==> config.mk <==
export PLATFORM = sky130hd
export DESIGN_NAME = axi4_lite_mst_arbiter_flat
export DESIGN_NICKNAME = d
export VERILOG_FILES = /design/src/rtl/axi4_lite_if.sv /design/src/rtl/axi4_lite_mst_arbiter.sv /design/src/flat_wrapper.sv
export SDC_FILE = /design/constraint.sdc
export NUM_CORES = 1
export LEC_CHECK = 0
export BUFFER_PORTS_ARGS = -buffer_cell sky130_fd_sc_hd__clkbuf_2
export CAP_MARGIN = 25
export CORE_AREA = 2 2 184 186
export CTS_BUF_LIST = sky130_fd_sc_hd__clkbuf_16
export DETAILED_ROUTE_END_ITERATION = 7
export DIE_AREA = 0 0 186 188
export PLACE_DENSITY = 0.53
export SKIP_LAST_GASP = 1
export SYNTH_ARGS = -nofsm -noshare
export SYNTH_HDL_FRONTEND = slang
export SYNTH_SLANG_ARGS = --single-unit
export TNS_END_PERCENT = 20
==> constraint.sdc <==
create_clock -name i_clk -period 9.9 [get_ports i_clk]
set_input_delay 0.495 -clock i_clk [delete_from_list [all_inputs] [get_ports i_clk]]
set_output_delay 0.495 -clock i_clk [all_outputs]
set_load 0.01 [all_outputs]
==> src/rtl/axi4_lite_if.sv <==
// axi4_lite_if: AXI4-Lite bus bundle with master (mst_port) and slave (slv_port) views.
// Channels: AW(addr,prot), W(data,strb), B(resp), AR(addr,prot), R(data,resp), each with valid/ready.
interface axi4_lite_if #(
   parameter int ADDR_W = 32,
   parameter int DATA_W = 32
);
   logic              awvalid;
   logic              awready;
   logic [ADDR_W-1:0] awaddr;
   logic [2:0]        awprot;
   logic              wvalid;
   logic              wready;
   logic [DATA_W-1:0] wdata;
   logic [DATA_W/8-1:0] wstrb;
   logic              bvalid;
   logic              bready;
   logic [1:0]        bresp;
   logic              arvalid;
   logic              arready;
   logic [ADDR_W-1:0] araddr;
   logic [2:0]        arprot;
   logic              rvalid;
   logic              rready;
   logic [DATA_W-1:0] rdata;
   logic [1:0]        rresp;
   modport mst_port (
      output awvalid, awaddr, awprot, wvalid, wdata, wstrb, bready, arvalid, araddr, arprot, rready,
      input  awready, wready, bvalid, bresp, arready, rvalid, rdata, rresp
   );
   modport slv_port (
      input  awvalid, awaddr, awprot, wvalid, wdata, wstrb, bready, arvalid, araddr, arprot, rready,
      output awready, wready, bvalid, bresp, arready, rvalid, rdata, rresp
   );
endinterface

==> src/rtl/axi4_lite_mst_arbiter.sv <==
// axi4_lite_mst_arbiter: round-robin share of one AXI4-Lite master port among NUM_REQ requesters.
// Ports: i_clk, i_async_rst (async, active-high); per-requester i_req_valid/o_req_ready with
// is_wr/addr/wdata/wstrb command payload; o_rsp_valid one-hot pulse with shared o_rsp_rdata/o_rsp_resp;
// o_busy while not IDLE; if_m_axi4_lite AXI4-Lite master port.
module axi4_lite_mst_arbiter #(
   parameter int NUM_REQ                  = 4,
   parameter int AXI4_LITE_ADDR_BIT_WIDTH = 32,
   parameter int AXI4_LITE_DATA_BIT_WIDTH = 32
) (
   input  logic                                              i_clk,
   input  logic                                              i_async_rst,
   input  logic [NUM_REQ-1:0]                                i_req_valid,
   output logic [NUM_REQ-1:0]                                o_req_ready,
   input  logic [NUM_REQ-1:0]                                i_req_is_wr,
   input  logic [NUM_REQ-1:0][AXI4_LITE_ADDR_BIT_WIDTH-1:0]   i_req_addr,
   input  logic [NUM_REQ-1:0][AXI4_LITE_DATA_BIT_WIDTH-1:0]   i_req_wdata,
   input  logic [NUM_REQ-1:0][AXI4_LITE_DATA_BIT_WIDTH/8-1:0] i_req_wstrb,
   output logic [NUM_REQ-1:0]                                o_rsp_valid,
   output logic [AXI4_LITE_DATA_BIT_WIDTH-1:0]               o_rsp_rdata,
   output logic [1:0]                                        o_rsp_resp,
   output logic                                              o_busy,
   axi4_lite_if.mst_port                                     if_m_axi4_lite
);
   localparam int AW = AXI4_LITE_ADDR_BIT_WIDTH;
   localparam int DW = AXI4_LITE_DATA_BIT_WIDTH;
   localparam int SW = DW / 8;
   localparam int IW = $clog2(NUM_REQ);
   typedef enum logic [2:0] {IDLE, WR, WR_RESP, RD_ADDR, RD_DATA, RESP} state_t;
   state_t          state_q, state_d;
   logic [IW-1:0]   rr_ptr_q, gnt_q, gnt, gi;
   logic            found, take;
   int              idx;
   logic [AW-1:0]   addr_q;
   logic [DW-1:0]   wdata_q, rdata_q;
   logic [SW-1:0]   wstrb_q;
   logic [1:0]      resp_q;
   logic            awvalid_q, awvalid_d, wvalid_q, wvalid_d, arvalid_q, arvalid_d;
   // first valid requester at or after the pointer, wrapping modulo NUM_REQ
   always_comb begin
      found = 1'b0;
      gnt   = '0;
      idx   = 0;
      gi    = '0;
      for (int k = 0; k < NUM_REQ; k++) begin
         idx = int'(rr_ptr_q) + k;
         if (idx >= NUM_REQ) idx = idx - NUM_REQ;
         gi = IW'(idx);
         if (!found && i_req_valid[gi]) begin
            found = 1'b1;
            gnt   = gi;
         end
      end
   end
   assign take = (state_q == IDLE) && found;
   // AW and W retire independently; each valid only ever falls inside a write
   assign awvalid_d = take ? i_req_is_wr[gnt]  : awvalid_q & ~if_m_axi4_lite.awready;
   assign wvalid_d  = take ? i_req_is_wr[gnt]  : wvalid_q  & ~if_m_axi4_lite.wready;
   assign arvalid_d = take ? ~i_req_is_wr[gnt] : arvalid_q & ~if_m_axi4_lite.arready;
   always_comb begin
      state_d = state_q;
      case (state_q)
         IDLE:    state_d = found ? (i_req_is_wr[gnt] ? WR : RD_ADDR) : IDLE;
         WR:      state_d = (!awvalid_d && !wvalid_d) ? WR_RESP : WR;
         WR_RESP: state_d = if_m_axi4_lite.bvalid ? RESP : WR_RESP;
         RD_ADDR: state_d = if_m_axi4_lite.arready ? RD_DATA : RD_ADDR;
         RD_DATA: state_d = if_m_axi4_lite.rvalid ? RESP : RD_DATA;
         default: state_d = IDLE;
      endcase
   end
   always_ff @(posedge i_clk or posedge i_async_rst) begin
      if (i_async_rst) begin
         state_q   <= IDLE;
         rr_ptr_q  <= '0;
         gnt_q     <= '0;
         addr_q    <= '0;
         wdata_q   <= '0;
         wstrb_q   <= '0;
         rdata_q   <= '0;
         resp_q    <= '0;
         awvalid_q <= 1'b0;
         wvalid_q  <= 1'b0;
         arvalid_q <= 1'b0;
      end else begin
         state_q   <= state_d;
         awvalid_q <= awvalid_d;
         wvalid_q  <= wvalid_d;
         arvalid_q <= arvalid_d;
         if (take) begin
            gnt_q    <= gnt;
            addr_q   <= i_req_addr[gnt];
            wdata_q  <= i_req_wdata[gnt];
            wstrb_q  <= i_req_wstrb[gnt];
            rr_ptr_q <= (gnt == IW'(NUM_REQ - 1)) ? '0 : gnt + 1'b1;
         end
         if (state_q == WR_RESP && if_m_axi4_lite.bvalid) begin
            resp_q  <= if_m_axi4_lite.bresp;
            rdata_q <= '0;
         end
         if (state_q == RD_DATA && if_m_axi4_lite.rvalid) begin
            resp_q  <= if_m_axi4_lite.rresp;
            rdata_q <= if_m_axi4_lite.rdata;
         end
      end
   end
   // ready is masked during reset so nothing looks accepted while the FSM is held
   assign o_req_ready = (take && !i_async_rst) ? NUM_REQ'(1) << gnt : '0;
   assign o_rsp_valid = (state_q == RESP) ? NUM_REQ'(1) << gnt_q : '0;
   assign o_rsp_rdata = (state_q == RESP) ? rdata_q : '0;
   assign o_rsp_resp  = (state_q == RESP) ? resp_q : '0;
   assign o_busy      = state_q != IDLE;
   assign if_m_axi4_lite.awvalid = awvalid_q;
   assign if_m_axi4_lite.awaddr  = addr_q;
   assign if_m_axi4_lite.awprot  = 3'b000;
   assign if_m_axi4_lite.wvalid  = wvalid_q;
   assign if_m_axi4_lite.wdata   = wdata_q;
   assign if_m_axi4_lite.wstrb   = wstrb_q;
   assign if_m_axi4_lite.bready  = state_q == WR_RESP;
   assign if_m_axi4_lite.arvalid = arvalid_q;
   assign if_m_axi4_lite.araddr  = addr_q;
   assign if_m_axi4_lite.arprot  = 3'b000;
   assign if_m_axi4_lite.rready  = state_q == RD_DATA;
endmodule

==> src/flat_wrapper.sv <==
// flat-port wrapper written by rule: the top's interface ports become plain ports
module axi4_lite_mst_arbiter_flat 
#(
   parameter int NUM_REQ                  = 4,
   parameter int AXI4_LITE_ADDR_BIT_WIDTH = 32,
   parameter int AXI4_LITE_DATA_BIT_WIDTH = 32
)
  (i_clk, i_async_rst, i_req_valid, o_req_ready, i_req_is_wr, i_req_addr, i_req_wdata, i_req_wstrb, o_rsp_valid, o_rsp_rdata, o_rsp_resp, o_busy, if_m_axi4_lite_awvalid, if_m_axi4_lite_awaddr, if_m_axi4_lite_awprot, if_m_axi4_lite_wvalid, if_m_axi4_lite_wdata, if_m_axi4_lite_wstrb, if_m_axi4_lite_bready, if_m_axi4_lite_arvalid, if_m_axi4_lite_araddr, if_m_axi4_lite_arprot, if_m_axi4_lite_rready, if_m_axi4_lite_awready, if_m_axi4_lite_wready, if_m_axi4_lite_bvalid, if_m_axi4_lite_bresp, if_m_axi4_lite_arready, if_m_axi4_lite_rvalid, if_m_axi4_lite_rdata, if_m_axi4_lite_rresp);
  axi4_lite_if #(.ADDR_W(32), .DATA_W(32)) if_m_axi4_lite_i ();
  input  logic i_clk;
  input  logic i_async_rst;
  input  logic [NUM_REQ-1:0] i_req_valid;
  output logic [NUM_REQ-1:0] o_req_ready;
  input  logic [NUM_REQ-1:0] i_req_is_wr;
  input  logic [NUM_REQ-1:0][AXI4_LITE_ADDR_BIT_WIDTH-1:0] i_req_addr;
  input  logic [NUM_REQ-1:0][AXI4_LITE_DATA_BIT_WIDTH-1:0] i_req_wdata;
  input  logic [NUM_REQ-1:0][AXI4_LITE_DATA_BIT_WIDTH/8-1:0] i_req_wstrb;
  output logic [NUM_REQ-1:0] o_rsp_valid;
  output logic [AXI4_LITE_DATA_BIT_WIDTH-1:0] o_rsp_rdata;
  output logic [1:0] o_rsp_resp;
  output logic o_busy;
  output wire logic [$bits(if_m_axi4_lite_i.awvalid)-1:0] if_m_axi4_lite_awvalid;
  output wire logic [$bits(if_m_axi4_lite_i.awaddr)-1:0] if_m_axi4_lite_awaddr;
  output wire logic [$bits(if_m_axi4_lite_i.awprot)-1:0] if_m_axi4_lite_awprot;
  output wire logic [$bits(if_m_axi4_lite_i.wvalid)-1:0] if_m_axi4_lite_wvalid;
  output wire logic [$bits(if_m_axi4_lite_i.wdata)-1:0] if_m_axi4_lite_wdata;
  output wire logic [$bits(if_m_axi4_lite_i.wstrb)-1:0] if_m_axi4_lite_wstrb;
  output wire logic [$bits(if_m_axi4_lite_i.bready)-1:0] if_m_axi4_lite_bready;
  output wire logic [$bits(if_m_axi4_lite_i.arvalid)-1:0] if_m_axi4_lite_arvalid;
  output wire logic [$bits(if_m_axi4_lite_i.araddr)-1:0] if_m_axi4_lite_araddr;
  output wire logic [$bits(if_m_axi4_lite_i.arprot)-1:0] if_m_axi4_lite_arprot;
  output wire logic [$bits(if_m_axi4_lite_i.rready)-1:0] if_m_axi4_lite_rready;
  input wire logic [$bits(if_m_axi4_lite_i.awready)-1:0] if_m_axi4_lite_awready;
  input wire logic [$bits(if_m_axi4_lite_i.wready)-1:0] if_m_axi4_lite_wready;
  input wire logic [$bits(if_m_axi4_lite_i.bvalid)-1:0] if_m_axi4_lite_bvalid;
  input wire logic [$bits(if_m_axi4_lite_i.bresp)-1:0] if_m_axi4_lite_bresp;
  input wire logic [$bits(if_m_axi4_lite_i.arready)-1:0] if_m_axi4_lite_arready;
  input wire logic [$bits(if_m_axi4_lite_i.rvalid)-1:0] if_m_axi4_lite_rvalid;
  input wire logic [$bits(if_m_axi4_lite_i.rdata)-1:0] if_m_axi4_lite_rdata;
  input wire logic [$bits(if_m_axi4_lite_i.rresp)-1:0] if_m_axi4_lite_rresp;
  assign if_m_axi4_lite_awvalid = if_m_axi4_lite_i.awvalid;
  assign if_m_axi4_lite_awaddr = if_m_axi4_lite_i.awaddr;
  assign if_m_axi4_lite_awprot = if_m_axi4_lite_i.awprot;
  assign if_m_axi4_lite_wvalid = if_m_axi4_lite_i.wvalid;
  assign if_m_axi4_lite_wdata = if_m_axi4_lite_i.wdata;
  assign if_m_axi4_lite_wstrb = if_m_axi4_lite_i.wstrb;
  assign if_m_axi4_lite_bready = if_m_axi4_lite_i.bready;
  assign if_m_axi4_lite_arvalid = if_m_axi4_lite_i.arvalid;
  assign if_m_axi4_lite_araddr = if_m_axi4_lite_i.araddr;
  assign if_m_axi4_lite_arprot = if_m_axi4_lite_i.arprot;
  assign if_m_axi4_lite_rready = if_m_axi4_lite_i.rready;
  assign if_m_axi4_lite_i.awready = if_m_axi4_lite_awready;
  assign if_m_axi4_lite_i.wready = if_m_axi4_lite_wready;
  assign if_m_axi4_lite_i.bvalid = if_m_axi4_lite_bvalid;
  assign if_m_axi4_lite_i.bresp = if_m_axi4_lite_bresp;
  assign if_m_axi4_lite_i.arready = if_m_axi4_lite_arready;
  assign if_m_axi4_lite_i.rvalid = if_m_axi4_lite_rvalid;
  assign if_m_axi4_lite_i.rdata = if_m_axi4_lite_rdata;
  assign if_m_axi4_lite_i.rresp = if_m_axi4_lite_rresp;
  axi4_lite_mst_arbiter #(.NUM_REQ(NUM_REQ), .AXI4_LITE_ADDR_BIT_WIDTH(AXI4_LITE_ADDR_BIT_WIDTH), .AXI4_LITE_DATA_BIT_WIDTH(AXI4_LITE_DATA_BIT_WIDTH)) u_core (.i_clk(i_clk), .i_async_rst(i_async_rst), .i_req_valid(i_req_valid), .o_req_ready(o_req_ready), .i_req_is_wr(i_req_is_wr), .i_req_addr(i_req_addr), .i_req_wdata(i_req_wdata), .i_req_wstrb(i_req_wstrb), .o_rsp_valid(o_rsp_valid), .o_rsp_rdata(o_rsp_rdata), .o_rsp_resp(o_rsp_resp), .o_busy(o_busy), .if_m_axi4_lite(if_m_axi4_lite_i));
endmodule
# ---- After elaboration in Yosys (flattened, before gate mapping)
# Index checks and enable logic that the tools add are counted.
dict set report op_classes {
  add_sub_neg 8
  magnitude_cmp 9
  eq_ne 6
  shift 2
  muxes 47
  bitwise 7
  reduce_logical 17
}
# op n
set op_table {}
lappend op_table {{two-way mux 32 bit} 5}
lappend op_table {{binary-select mux 32 bit (select 2 bit)} 2}
lappend op_table {{two-way mux 2 bit} 14}
lappend op_table {{< comparator 2 x 3 -> 1 bit, second input constant} 5}
lappend op_table {{one-hot mux 3 bit (5 select lines)} 1}
lappend op_table {{two-way mux 1 bit} 13}
lappend op_table {{two-way mux 4 bit} 3}
lappend op_table {{binary-select mux 1 bit (select 2 bit)} 5}
lappend op_table {{greater-or-equal comparator 3 bit, second input constant} 3}
lappend op_table {{two-way mux 3 bit} 3}
lappend op_table {{binary-select mux 4 bit (select 2 bit)} 1}
lappend op_table {{logical AND 1 bit} 8}
lappend op_table {{left shift 1 x 2 -> 4 bit, first input constant} 2}
lappend op_table {{subtractor 2 x 1 -> 2 bit, second input constant} 4}
lappend op_table {{adder 2 x 2 -> 3 bit, second input constant} 2}
lappend op_table {{equality test 3 x 2 -> 1 bit, second input constant} 2}
lappend op_table {{equality test 3 bit, second input constant} 2}
lappend op_table {{zero test 1 bit} 6}
lappend op_table {{NOT 1 bit} 4}
lappend op_table {{adder 2 x 1 -> 3 bit, second input constant} 1}
lappend op_table {{bitwise AND 1 bit} 3}
lappend op_table {{equality test 3 x 1 -> 1 bit, second input constant} 1}
lappend op_table {{greater-or-equal comparator 2 x 3 -> 1 bit, second input constant} 1}
lappend op_table {{zero test 3 bit} 1}
lappend op_table {{4 further kinds} 4}
dict set report totals {
  reg_bits 112
  inputBits 323
  output_inout_bits 154
  word_cells 107
}

# ---- Longest topological paths before layout
dict set report logic_depth {
  word_depth 21
  depth_mapped 10
  ltp_nobuf 7
}

# ---- Least setup slack after synthesis
# No wires, ideal clock.
dict set report synth_timing {
  path_type {input-to-output}
  from {input i_async_rst}
  to {output o_req_ready[1]}
  arrival_time_ns 3.341
  required_time_ns 9.405
  path_slack_ns 6.064
  stages 2
  n_path_buf 0
  cell_sequence {inv_1 > and3_1}
}
dict set report synth_via {
  elab_chain_cells 3
}
# element line
set synth_rtl {}
lappend synth_rtl {{from (decl)} flat_wrapper.sv:11} ;# input logic i_async_rst;
lappend synth_rtl {{zero test 1 bit (no source line)} --}
lappend synth_rtl {{logical AND 1 bit} axi4_lite_mst_arbiter.sv:106} ;# assign o_req_ready = (take && !i_async_rst) ? NUM_REQ'(1) << gnt : '0;
lappend synth_rtl {{two-way mux 4 bit} axi4_lite_mst_arbiter.sv:106}
lappend synth_rtl {{to (decl)} flat_wrapper.sv:13} ;# output logic [NUM_REQ-1:0] o_req_ready;
# Every way passes these cells.

# ---- Final worst setup path
dict set report layout_timing {
  from {register u_core.rr_ptr_q[1]}
  to {output o_req_ready[0]}
}
dict set report layout_via {
  elab_chain_cells 17
  elab_cells_between_ends 41
  classes_between {add/sub: 7; order compare: 4; shift: 1; mux: 21; reduce/logical: 8}
}
# element line
set layout_rtl {}
lappend layout_rtl {{from (decl)} axi4_lite_mst_arbiter.sv:30} ;# logic [IW-1:0] rr_ptr_q, gnt_q, gnt, gi;
lappend layout_rtl {{from (signal assigned)} axi4_lite_mst_arbiter.sv:93} ;# rr_ptr_q <= (gnt == IW'(NUM_REQ - 1)) ? '0 : gnt + 1'b1;
lappend layout_rtl {{parallel branches: the longest is 16 deep, another holds adder 2 x 1 -> 3 bit} --}
lappend layout_rtl {{two-way mux 4 bit *} axi4_lite_mst_arbiter.sv:106}
# Every way passes the cells marked *. The select of a mux whose other input is x is not followed.

==> flow_metrics.tcl <==
set metrics [dict create \
    syn_area_um2 7820 \
    global_route.usage.total 0.184 \
    report.final.slew_viol_count 0 \
    relSlewSlack 0.335 \
    cts.reportedPaths.clkPinSlew_ns 0.09 \
    cts_hold_repair.buffers 0 \
    dominantRegCellSynth "sky130_fd_sc_hd__dfrtp_1" \
    cts_tree "built" \
    cts-root-to-sink-buffers 2 \
    static-leakage-power_nw 5.37 \
    cell_at_the_root_of_the_clock_tree "sky130_fd_sc_hd__clkbuf_16" \
    place.gp.congestion 0.796 \
    setup.worst_path.class "reg2out" \
    aggregate_routed_wire_length_um 33200 \
    syn_avg_cell_area_um2 9.82 \
    leading_cell_type_in_the_layout_fill_and_taps_excluded "sky130_fd_sc_hd__clkbuf_2" \
    synth_largest_type_area_fraction 0.359 \
    final_cell_area_um2 10400 \
    via_per_inst 4.99 \
    crit_path_time_final_ns 4.48 \
    grt_first_pass_wirelength_um 48900 \
    fp.coreArea_um2 33100 \
    synthDominantAreaCellType "sky130_fd_sc_hd__dfrtp_1" \
    timing.critical_path.arrival_ns 3.98 \
    die-area_um2 35000 \
    synthCells 796 \
    seq_power_share 0.299 \
    pre_cts_ws_ns 5.59 \
    met2RoutedLength_um 15900 \
    total_number_of_nets_in_the_final_design 1490 \
    wirelength_met1_um 13800 \
    result_of_the_run "finished, final reports clean" \
    fin_total_pwr_mw 2.72 \
    detailedRoute.firstPassIterationCount 5 \
    post_cts.repair.setup_buffers 0 \
    grt_pass1_vias 8236 \
    post_route_cells_drive_above_1_share 0.479 \
    cts_repair_resize_count 0 \
    power_frac_comb 0.570 \
    max_slew.worst_pin.slew_ns 0.997 \
    hold_viol 0 \
    globalRoute.totalOverflow 0 \
    io_pins 477 \
    dieWidth_um 186 \
    floorplan.initialDensity 0.236 \
    area.growth.synth_to_final_pct 32.5 \
    grt_max_degree 86 \
    timing.final.ws_setup_ns 5.42 \
    fp-row-count 67 \
    hpwl_dp_um 23100 \
    asyncSetResetFlopFracSynth 1.00 \
    power.ir.vdd_worst_mv 0.150 \
    highest_layer "met5" \
    synth_enable_flop_cells 0 \
    max_fclk_ghz 0.223 \
    post_synth_num_cell_types 46 \
    register_bit_count_reported_by_yosys 112 \
    tns_ns 0 \
    p_sw_frac 0.476 \
    synth_warnings 0 \
    proportion_of_synthesized_chip_area_in_sequential_cells 0.359 \
    p_int_mw 1.43 \
    port-buffer-count 470 \
    worstPathMaxFanout 67 \
    antenna_found_initial 1 \
    met3_wirelength_um 2430 \
    grt_setup_unrepaired "false" \
    power.clock.fraction 0.131 \
    tritoncts.num_buffers 9 \
    postPlaceCellArea_um2 10100 \
    critPathCaptureType "output port" \
    drt_iter0_drc 340 \
    cp.required_ns 9.41 \
    yosys-top-cells-area "sky130_fd_sc_hd__dfrtp_1 36%, sky130_fd_sc_hd__mux2i_1 9.6%, sky130_fd_sc_hd__a211o_1 7.4%" \
    crit_path_start_kind "flop" \
    mostFrequentLayoutCells "470 x sky130_fd_sc_hd__clkbuf_2, 112 x sky130_fd_sc_hd__dfrtp_1, 83 x sky130_fd_sc_hd__nand2_1" \
    route.detailed.drc 0 \
    hold_path_class "in2async" \
    number_of_clock_sinks_seen_by_cts 112 \
    num_antenna_cells 0 \
    fin_skew_ns 0.0144 \
    depth_of_the_cts_h_tree 3 \
    power_density_nw_per_um2 263 \
    net_switching_power_of_the_design_mw 1.30 \
    cap_violations 0 \
    routed_wire_length_per_instance_um 20.6 \
    antenna_left 0 \
    die_y_um 188 \
    finalNonFillerCells 1615 \
    place_inst 1600 \
    vias 8064 \
    clock_latency_late_sink_ns 0.37 \
    setup_viol 0 \
    fin_crit_sh 0.452 \
]
metrics by stage:
stage | hold slack (ns) | utilization
after floorplan | 0.458 | -
after CTS | 0.219 | 0.313
final | 0.195 | 0.313
after global placement | 0.474 | 0.305
after global routing | 0.240 | 0.313
after detailed placement | 0.474 | 0.305
sequential cells by signal, summed over array words and instances, names as in the netlist:
register,flops
u_core.if_m_axi4_lite.araddr,32
u_core.gnt_q,2
u_core.rdata_q,32
u_core.resp_q,2
u_core.if_m_axi4_lite.wstrb,4
u_core.if_m_axi4_lite.wvalid,1
u_core.state_q,3
u_core.rr_ptr_q,2
u_core.if_m_axi4_lite.wdata,32
u_core.if_m_axi4_lite.arvalid,1
u_core.if_m_axi4_lite.awvalid,1
synthesized netlist by cell type (2+ instances only):
master / count
sky130_fd_sc_hd__and3b_1: 2
sky130_fd_sc_hd__o31ai_1: 67
sky130_fd_sc_hd__nor2_2: 2
sky130_fd_sc_hd__clkbuf_1: 38
sky130_fd_sc_hd__nor2_1: 6
sky130_fd_sc_hd__a22o_1: 32
sky130_fd_sc_hd__dfrtp_1: 112
sky130_fd_sc_hd__and2_1: 36
sky130_fd_sc_hd__o221ai_1: 3
sky130_fd_sc_hd__buf_2: 36
sky130_fd_sc_hd__inv_1: 2
sky130_fd_sc_hd__buf_6: 7
sky130_fd_sc_hd__nand2_1: 83
sky130_fd_sc_hd__nor2b_1: 3
sky130_fd_sc_hd__a211o_1: 66
sky130_fd_sc_hd__a21oi_1: 3
sky130_fd_sc_hd__or2_1: 3
sky130_fd_sc_hd__nor3b_1: 4
sky130_fd_sc_hd__ha_1: 4
sky130_fd_sc_hd__mux2i_1: 75
sky130_fd_sc_hd__o211ai_2: 45
sky130_fd_sc_hd__nand4_1: 66
sky130_fd_sc_hd__buf_8: 4
sky130_fd_sc_hd__buf_4: 41
sky130_fd_sc_hd__and3_1: 5
sky130_fd_sc_hd__o211ai_1: 22
sky130_fd_sc_hd__a221o_1: 2
sky130_fd_sc_hd__o21ai_0: 4
sky130_fd_sc_hd__buf_1: 5
sky130_fd_sc_hd__inv_2: 2
layer usage:
metal,vias up,track usage
met1,3870,0.226
met2,398,0.310
met5,-,0
met3,53,0.0402
li1,3741,-
met4,2,0.0766
worst paths after layout:
| check | end | startpoint | slack (ns) | cells after the start |
|---|---|---|---|---|
| worst max-delay path | o_req_ready[0] | u_core.rr_ptr_q[1]$_DFFE_PP0N_ | 5.42 | 7 |
| worst min-delay path | u_core.if_m_axi4_lite.araddr[17]$_DFFE_PP0N_ | i_async_rst | 0.19 | 2 |
| worst max register to register | u_core.if_m_axi4_lite.araddr[16]$_DFFE_PP0N_ | u_core.rr_ptr_q[1]$_DFFE_PP0N_ | 6.30 | 6 |
| worst min register to register | u_core.rdata_q[0]$_DFFE_PP0P_ | u_core.rdata_q[0]$_DFFE_PP0P_ | 0.49 | 1 |
| max in group asynchronous | u_core.rdata_q[5]$_DFFE_PP0P_ | i_async_rst | 8.53 | 3 |
| min in group i_clk | u_core.resp_q[1]$_DFFE_PP0P_ | if_m_axi4_lite_rresp[1] | 0.35 | 3 |
power groups by stage:
stage	combinational [mW]	sequential, mW	clock [mW]
floorplan	1.09	0.841	0
global placement	1.57	0.812	0
detailed placement	1.58	0.817	0
CTS	1.58	0.812	0.375
global route	1.70	0.836	0.393
finish	1.55	0.813	0.358
worst max-delay path, stage by stage, from the launching register on:
cell and delay (ns):
sky130_fd_sc_hd__dfrtp_1 0.44, sky130_fd_sc_hd__mux2i_1 0.36, sky130_fd_sc_hd__or2_4 0.76, sky130_fd_sc_hd__nand3_4 0.80, sky130_fd_sc_hd__buf_4 0.63, sky130_fd_sc_hd__ha_1 0.32
sky130_fd_sc_hd__and3_1 0.14, sky130_fd_sc_hd__clkbuf_2 0.13
cell type report:
| type | count | area (um^2) |
|---|---|---|
| clock buffer | 9 | 225 |
| clock inverter | 6 | 37.5 |
| fill | 3535 | 22800 |
| inverter | 4 | 20.0 |
| multi-input combinational | 554 | 4270 |
| sequential | 112 | 2800 |
| tap | 448 | 561 |
| timing repair buffer | 482 | 2440 |
logic make-up (layout without fill, tap and decap cells):
group / count (synthesis) / count (layout) / share of synthesized area
AO/OA/AOI/OAI: 250 / 250 / 0.285
AND/OR/NAND/NOR: 218 / 218 / 0.150
buffers and inverters: 135 / 501 / 0.103
flip-flops: 112 / 112 / 0.359
multiplexers: 76 / 76 / 0.0975
adder cells (fa/ha/maj): 4 / 4 / 0.00640
other: 1 / 6 / 0.000480
(Power assumes the default switching activity.)
